### src/rtl/design_sel_ctrl_if.sv
// Select/status bundle between the design-select controller (slave side)
// and whatever drives the pad select and consumes the design enables (master side).
interface design_sel_ctrl_if;
  logic [4:0]  design_sel_in;
  logic        lock;
  logic        soft_rst_req;
  logic [4:0]  sel_q;
  logic [31:0] design_onehot;
  logic        design_rst;
  logic        io_gate;
  logic        running;
  logic        sel_valid;

  modport master (
    output design_sel_in, lock, soft_rst_req,
    input  sel_q, design_onehot, design_rst, io_gate, running, sel_valid
  );

  modport slave (
    input  design_sel_in, lock, soft_rst_req,
    output sel_q, design_onehot, design_rst, io_gate, running, sel_valid
  );
endinterface

### src/rtl/design_sel_ctrl.sv
// Design-select controller: debounces an asynchronous pad select, switches the
// active design under reset, and gates the pads until the new design has settled.
module design_sel_ctrl #(
  parameter int NUM_DESIGNS     = 32,
  parameter int DEBOUNCE_CYCLES = 16,
  parameter int SETTLE_CYCLES   = 8
) (
  input  logic             clk,
  input  logic             RESET,
  design_sel_ctrl_if.slave bus
);

  localparam int              DW        = $clog2(DEBOUNCE_CYCLES);
  localparam int              SW        = $clog2(SETTLE_CYCLES);
  localparam logic [DW-1:0]   DEB_LAST  = DW'(DEBOUNCE_CYCLES - 1);
  localparam logic [SW-1:0]   SET_LAST  = SW'(SETTLE_CYCLES - 1);
  localparam logic [5:0]      NUM_LIMIT = 6'(NUM_DESIGNS);

  typedef enum logic [2:0] {
    S_HOLD     = 3'd0,
    S_DEBOUNCE = 3'd1,
    S_SWITCH   = 3'd2,
    S_SETTLE   = 3'd3,
    S_RUN      = 3'd4
  } state_e;

  state_e         state_q, state_d;
  logic [DW-1:0]  deb_cnt_q, deb_cnt_d;
  logic [SW-1:0]  settle_cnt_q, settle_cnt_d;
  logic [4:0]     sel_q, sel_d;
  logic [31:0]    design_onehot_q, design_onehot_d;
  logic           design_rst_q, design_rst_d;
  logic           io_gate_q, io_gate_d;
  logic           running_q, running_d;

  logic [4:0]     sync_meta_q;
  logic [4:0]     sync_q;
  logic [4:0]     sync_prev_q;
  logic           sync_changed_s;
  logic           sync_in_range_s;
  logic           sel_valid_s;

  // Two-flop synchronizer plus a history stage for the debounce compare; no reset on this data path
  always_ff @(posedge clk) begin
    sync_meta_q <= bus.design_sel_in;
    sync_q      <= sync_meta_q;
    sync_prev_q <= sync_q;
  end

  assign sync_changed_s  = (sync_q != sync_prev_q);
  assign sync_in_range_s = ({1'b0, sync_q} < NUM_LIMIT);
  assign sel_valid_s     = ({1'b0, sel_q} < NUM_LIMIT);

  // Next-state and next-output logic for the select FSM
  always_comb begin
    state_d         = state_q;
    deb_cnt_d       = deb_cnt_q;
    settle_cnt_d    = settle_cnt_q;
    sel_d           = sel_q;
    design_onehot_d = design_onehot_q;
    design_rst_d    = design_rst_q;
    io_gate_d       = io_gate_q;
    running_d       = running_q;

    case (state_q)
      S_HOLD: begin
        deb_cnt_d = '0;
        state_d   = S_DEBOUNCE;
      end

      S_DEBOUNCE: begin
        if (sync_changed_s) begin
          deb_cnt_d = '0;
        end else if (deb_cnt_q == DEB_LAST) begin
          deb_cnt_d = '0;
          state_d   = S_SWITCH;
        end else begin
          deb_cnt_d = deb_cnt_q + DW'(1);
        end
      end

      S_SWITCH: begin
        sel_d        = sync_q;
        if (sync_in_range_s) begin
          design_onehot_d = 32'd1 << sync_q;
        end else begin
          design_onehot_d = 32'd0;
        end
        design_rst_d = 1'b1;
        io_gate_d    = 1'b1;
        settle_cnt_d = '0;
        state_d      = S_SETTLE;
      end

      S_SETTLE: begin
        if (settle_cnt_q == SET_LAST) begin
          settle_cnt_d = '0;
          design_rst_d = 1'b0;
          running_d    = 1'b1;
          // An out-of-range selection runs with the pads still tri-stated
          io_gate_d    = ~sel_valid_s;
          state_d      = S_RUN;
        end else begin
          settle_cnt_d = settle_cnt_q + SW'(1);
        end
      end

      S_RUN: begin
        // A new selection takes priority over a soft reset request in the same cycle
        if (!bus.lock && (sync_q != sel_q)) begin
          design_rst_d    = 1'b1;
          io_gate_d       = 1'b1;
          running_d       = 1'b0;
          design_onehot_d = 32'd0;
          deb_cnt_d       = '0;
          state_d         = S_DEBOUNCE;
        end else if (bus.soft_rst_req) begin
          design_rst_d = 1'b1;
          io_gate_d    = 1'b1;
          running_d    = 1'b0;
          settle_cnt_d = '0;
          state_d      = S_SETTLE;
        end else begin
          state_d = S_RUN;
        end
      end

      default: begin
        deb_cnt_d       = '0;
        settle_cnt_d    = '0;
        design_onehot_d = 32'd0;
        design_rst_d    = 1'b1;
        io_gate_d       = 1'b1;
        running_d       = 1'b0;
        state_d         = S_HOLD;
      end
    endcase
  end

  // State and output registers
  always_ff @(posedge clk or posedge RESET) begin
    if (RESET) begin
      state_q         <= S_HOLD;
      deb_cnt_q       <= '0;
      settle_cnt_q    <= '0;
      sel_q           <= 5'd0;
      design_onehot_q <= 32'd0;
      design_rst_q    <= 1'b1;
      io_gate_q       <= 1'b1;
      running_q       <= 1'b0;
    end else begin
      state_q         <= state_d;
      deb_cnt_q       <= deb_cnt_d;
      settle_cnt_q    <= settle_cnt_d;
      sel_q           <= sel_d;
      design_onehot_q <= design_onehot_d;
      design_rst_q    <= design_rst_d;
      io_gate_q       <= io_gate_d;
      running_q       <= running_d;
    end
  end

  assign bus.sel_q         = sel_q;
  assign bus.design_onehot = design_onehot_q;
  assign bus.design_rst    = design_rst_q;
  assign bus.io_gate       = io_gate_q;
  assign bus.running       = running_q;
  assign bus.sel_valid     = sel_valid_s;

endmodule

### src/flat_wrapper.sv
// flat-port wrapper written by rule: the top's interface ports become plain ports
module design_sel_ctrl_flat 
#(
  parameter int NUM_DESIGNS     = 32,
  parameter int DEBOUNCE_CYCLES = 16,
  parameter int SETTLE_CYCLES   = 8
)
  (clk, RESET, bus_design_sel_in, bus_lock, bus_soft_rst_req, bus_sel_q, bus_design_onehot, bus_design_rst, bus_io_gate, bus_running, bus_sel_valid);
  design_sel_ctrl_if bus_i ();
  input  logic clk;
  input  logic RESET;
  input wire logic [$bits(bus_i.design_sel_in)-1:0] bus_design_sel_in;
  input wire logic [$bits(bus_i.lock)-1:0] bus_lock;
  input wire logic [$bits(bus_i.soft_rst_req)-1:0] bus_soft_rst_req;
  output wire logic [$bits(bus_i.sel_q)-1:0] bus_sel_q;
  output wire logic [$bits(bus_i.design_onehot)-1:0] bus_design_onehot;
  output wire logic [$bits(bus_i.design_rst)-1:0] bus_design_rst;
  output wire logic [$bits(bus_i.io_gate)-1:0] bus_io_gate;
  output wire logic [$bits(bus_i.running)-1:0] bus_running;
  output wire logic [$bits(bus_i.sel_valid)-1:0] bus_sel_valid;
  assign bus_i.design_sel_in = bus_design_sel_in;
  assign bus_i.lock = bus_lock;
  assign bus_i.soft_rst_req = bus_soft_rst_req;
  assign bus_sel_q = bus_i.sel_q;
  assign bus_design_onehot = bus_i.design_onehot;
  assign bus_design_rst = bus_i.design_rst;
  assign bus_io_gate = bus_i.io_gate;
  assign bus_running = bus_i.running;
  assign bus_sel_valid = bus_i.sel_valid;
  design_sel_ctrl #(.NUM_DESIGNS(NUM_DESIGNS), .DEBOUNCE_CYCLES(DEBOUNCE_CYCLES), .SETTLE_CYCLES(SETTLE_CYCLES)) u_core (.clk(clk), .RESET(RESET), .bus(bus_i));
endmodule
### config.mk
export PLATFORM = sky130hd
export DESIGN_NAME = design_sel_ctrl_flat
export DESIGN_NICKNAME = d
export VERILOG_FILES = /design/src/rtl/design_sel_ctrl_if.sv /design/src/rtl/design_sel_ctrl.sv /design/src/flat_wrapper.sv
export SDC_FILE = /design/constraint.sdc
export NUM_CORES = 1
export LEC_CHECK = 0
export ABC_CLOCK_PERIOD_IN_PS = 1600
export CAP_MARGIN = 25
export CORE_ASPECT_RATIO = 1.2
export CORE_MARGIN = 1.5
export CORE_UTILIZATION = 51
export CTS_CLUSTER_SIZE = 40
export DETAILED_ROUTE_END_ITERATION = 16
export GPL_TIMING_DRIVEN = 0
export PLACE_DENSITY = 0.87
export SLEW_MARGIN = 5
export SYNTH_ARGS = -nofsm -noshare
export SYNTH_HDL_FRONTEND = slang
export SYNTH_SLANG_ARGS = --single-unit
### constraint.sdc
create_clock -name clk -period 1.6 [get_ports clk]
set_input_delay 0.16 -clock clk [delete_from_list [all_inputs] [get_ports clk]]
set_output_delay 0.16 -clock clk [all_outputs]
set_load 0.01 [all_outputs]
==> results.ini <==
[status]
status=finished, final reports clean

[logic_synthesis]
synth_edf_count=0
netlist.area_leader.share=0.456
synthArstFlopShare=0.766
postSynthCellCount=219
synthFlopType=dfrtp_1
netlist_top_cells_area=dfrtp_1, dfxtp_1, a22o_1, mux2_2, nor2_1
ys_ff_latch=64
syn_nets=231
syn_area_mm2=0.00264
yosys_warnings=0
yosys.area.top_type=dfrtp_1
ys_types=50
syn_area_per_cell_um2=12.0
synth_seq_area_share=0.579

[worst_setup_path]
crit_arrival_ps=1860
critical_path_depth=5
path_delay_family=flip-flops
crit_fanout=10
worst_ep_required_time_ps=1880
cp_slowest_cell=dfxtp_1
crit_buf_inv=1
path_class=flop to flop
worstPathCellList=xnor2_1 -> nand3_1 -> o21ai_4 -> buf_6 -> a22o_1
max_stage_delay_ps=500
critPathLaunchType=flop
worst_r2r_path_depth=5
crit_path_end_kind=flop

[cts]
clk_latency_ps=350
cts-root-buf=clkbuf_8
cts_num_sinks=64
clockBufferDepth=2
cts_tree=yes
path_clk_slew_ps=70
h-tree-depth=3
hold_buffers=0
cts_buffers=9

[die]
io_pins=50
start_util=0.534
core_mm2=0.00494
die-area_mm2=0.00561
die_height_um=81.8
die_w_um=68.6
rows=28

[placed_design]
place.port_buffers=48
routabilityCongestion=0.827
dp_hpwl_mm=3.83
dp_slack_ps=-119
placed_area_mm2=0.00322
dp.cells=328

[cells_and_area]
syn_to_final_growth_pct=37.6
n_antenna_cell=0
stdcell_area_mm2=0.00363
nets=300
instances_no_fill=353
drive_above_1_share=0.239

[power]
power.total_uw=3230
p_leak_uw=0.00161
power.density_mw_per_mm2=890
vdd_drop_max_mv=0.821

[drt]
drtPass1Iterations=5
viasPerCell=5.69
vias=2007
route.detailed.drc=0
wl_mm=6.05
ant_nets=0
wl_per_cell_um=17.1
drtIter0Drc=175

[global_route]
grt-ovfl-total=0
grt_pass1_wl_mm=9.21
groute.usage.overall=0.230
first_global_vias=1884
antenna_found_initial=0
grt_max_degree=27

[hold_path]
hp-class=input port to async pin

[sta]
layout_min_cycle_time_ps=1580
hold_violations=0
relSlewSlack=0.571
fmax_mhz=633
fin_ws_ps=20.1
finalCritPeriodShare=0.987
tightestPinTransition_ps=641
clock_skew_ps=10.0
setup_viol=0
drv_slew=0

[flow_run]
maxCapViolations=0

==> per-layer routing <==
metal / share of wire / global-route usage / up-vias
li1: - / - / 929
met2: 0.50 / 0.354 / 60
met3: 0.044 / 0.0616 / 14
met1: 0.43 / 0.302 / 1004
met5: 0 / 0 / -
met4: 0.021 / 0.104 / 0
==> worst paths after layout <==
check                                      startpoint                     endpoint  slack, ps
worst min-delay path                            RESET          u_core.deb_cnt_q[3]        190
worst min register to register  u_core.sync_meta_q[0]             u_core.sync_q[0]        330
worst max register to register       u_core.sync_q[1]  u_core.bus.design_onehot[6]         20
min in group clk                 bus_design_sel_in[3]        u_core.sync_meta_q[3]        250
max in group asynchronous                       RESET  u_core.bus.design_onehot[6]        880
worst max-delay path                 u_core.sync_q[1]  u_core.bus.design_onehot[6]         20
==> registers in the layout, summed over array words and instances, names as in the netlist <==
signal,count
u_core.bus.design_onehot,32
u_core.bus.design_rst,1
u_core.bus.running,1
u_core.bus.sel_q,5
u_core.deb_cnt_q,4
u_core.settle_cnt_q,3
u_core.state_q,3
u_core.sync_meta_q,5
u_core.sync_prev_q,5
u_core.sync_q,5
==> cells in the mapped netlist (all sizes together) (3+ instances only) <==
master and count:
nor2 13, xor2 5, xnor2 5, mux2 4, inv 7, nor3 3, dfxtp 15, nor2b 6
a22o 34, nand3 9, and3 3, buf 14, nand2b 4, o22ai 3, ha 3, nand2 8
dfrtp 48, o21ai 7
==> what timing repair did <==
| item | in CTS | in global routing |
|---|---|---|
| setup buffers | 5 | 4 |
| pin swaps | 4 | 4 |
| setup endpoints to repair | 39 | 41 |
| resized for setup | 8 | 27 |
==> cells in the final DEF, fill, tap and decap left out, drive strengths merged, types with 2 or more instances in the layout <==
master          n
nor2b           6
dfrtp          48
o22ai           3
a22o           34
xnor2           5
buf            23
a31oi           2
and4b           2
mux2            4
o21ai           7
clkinv          2
dlygate4sd2     2
a21oi           2
xor2            5
clkinvlp        2
dfxtp          15
nand3           9
nor2           13
nand2           8
nand2b          4
clkbuf         12
a221o           2
nor3            3
and2            2
o21a            2
inv             8
clkdlybuf4s50  46
and3            3
ha              3
==> final cells by class <==
class	count	area [µm²]
Clock buffer	10	138
Clock inverter	6	67.6
Inverter	7	26.3
Tap cell	60	75.1
Multi-Input combinational cell	133	1110
Fill cell	305	1310
Buffer	15	111
Timing Repair Buffer	58	573
Sequential cell	64	1530
==> stage by stage <==
step           hold WS, ps  TNS (ps)   util
2_1_floorplan          188         0      -
6_report               194         0  0.734
4_1_cts                212         0  0.706
3_5_place_dp           312     -2560  0.652
5_1_grt                236      -458  0.734
3_3_place_gp           311    -32340  0.646
==> kinds of logic (layout without fill, tap and decap cells) <==
| logic type | after synthesis | in the layout | synth area share |
|---|---|---|---|
| DFF | 64 | 64 | 0.579 |
| muxes | 4 | 4 | 0.0171 |
| buffers and inverters | 22 | 96 | 0.0456 |
| xor gates and xnor gates | 10 | 10 | 0.0332 |
| other | 1 | 1 | 0.00142 |
| adders and majority gates | 3 | 3 | 0.0142 |
| AOI/OAI and AO/OA | 62 | 62 | 0.189 |
| and+or+nand+nor | 53 | 53 | 0.120 |
==> report_power, final <==
part / leakage (µW) / switching [µW] / internal, µW
sequential: 0.000799 / 11.3 / 1630
clock: 0.0000989 / 654 / 766
combinational: 0.000708 / 99.0 / 64.3
No activity file was read; power rests on OpenSTA's default activity.
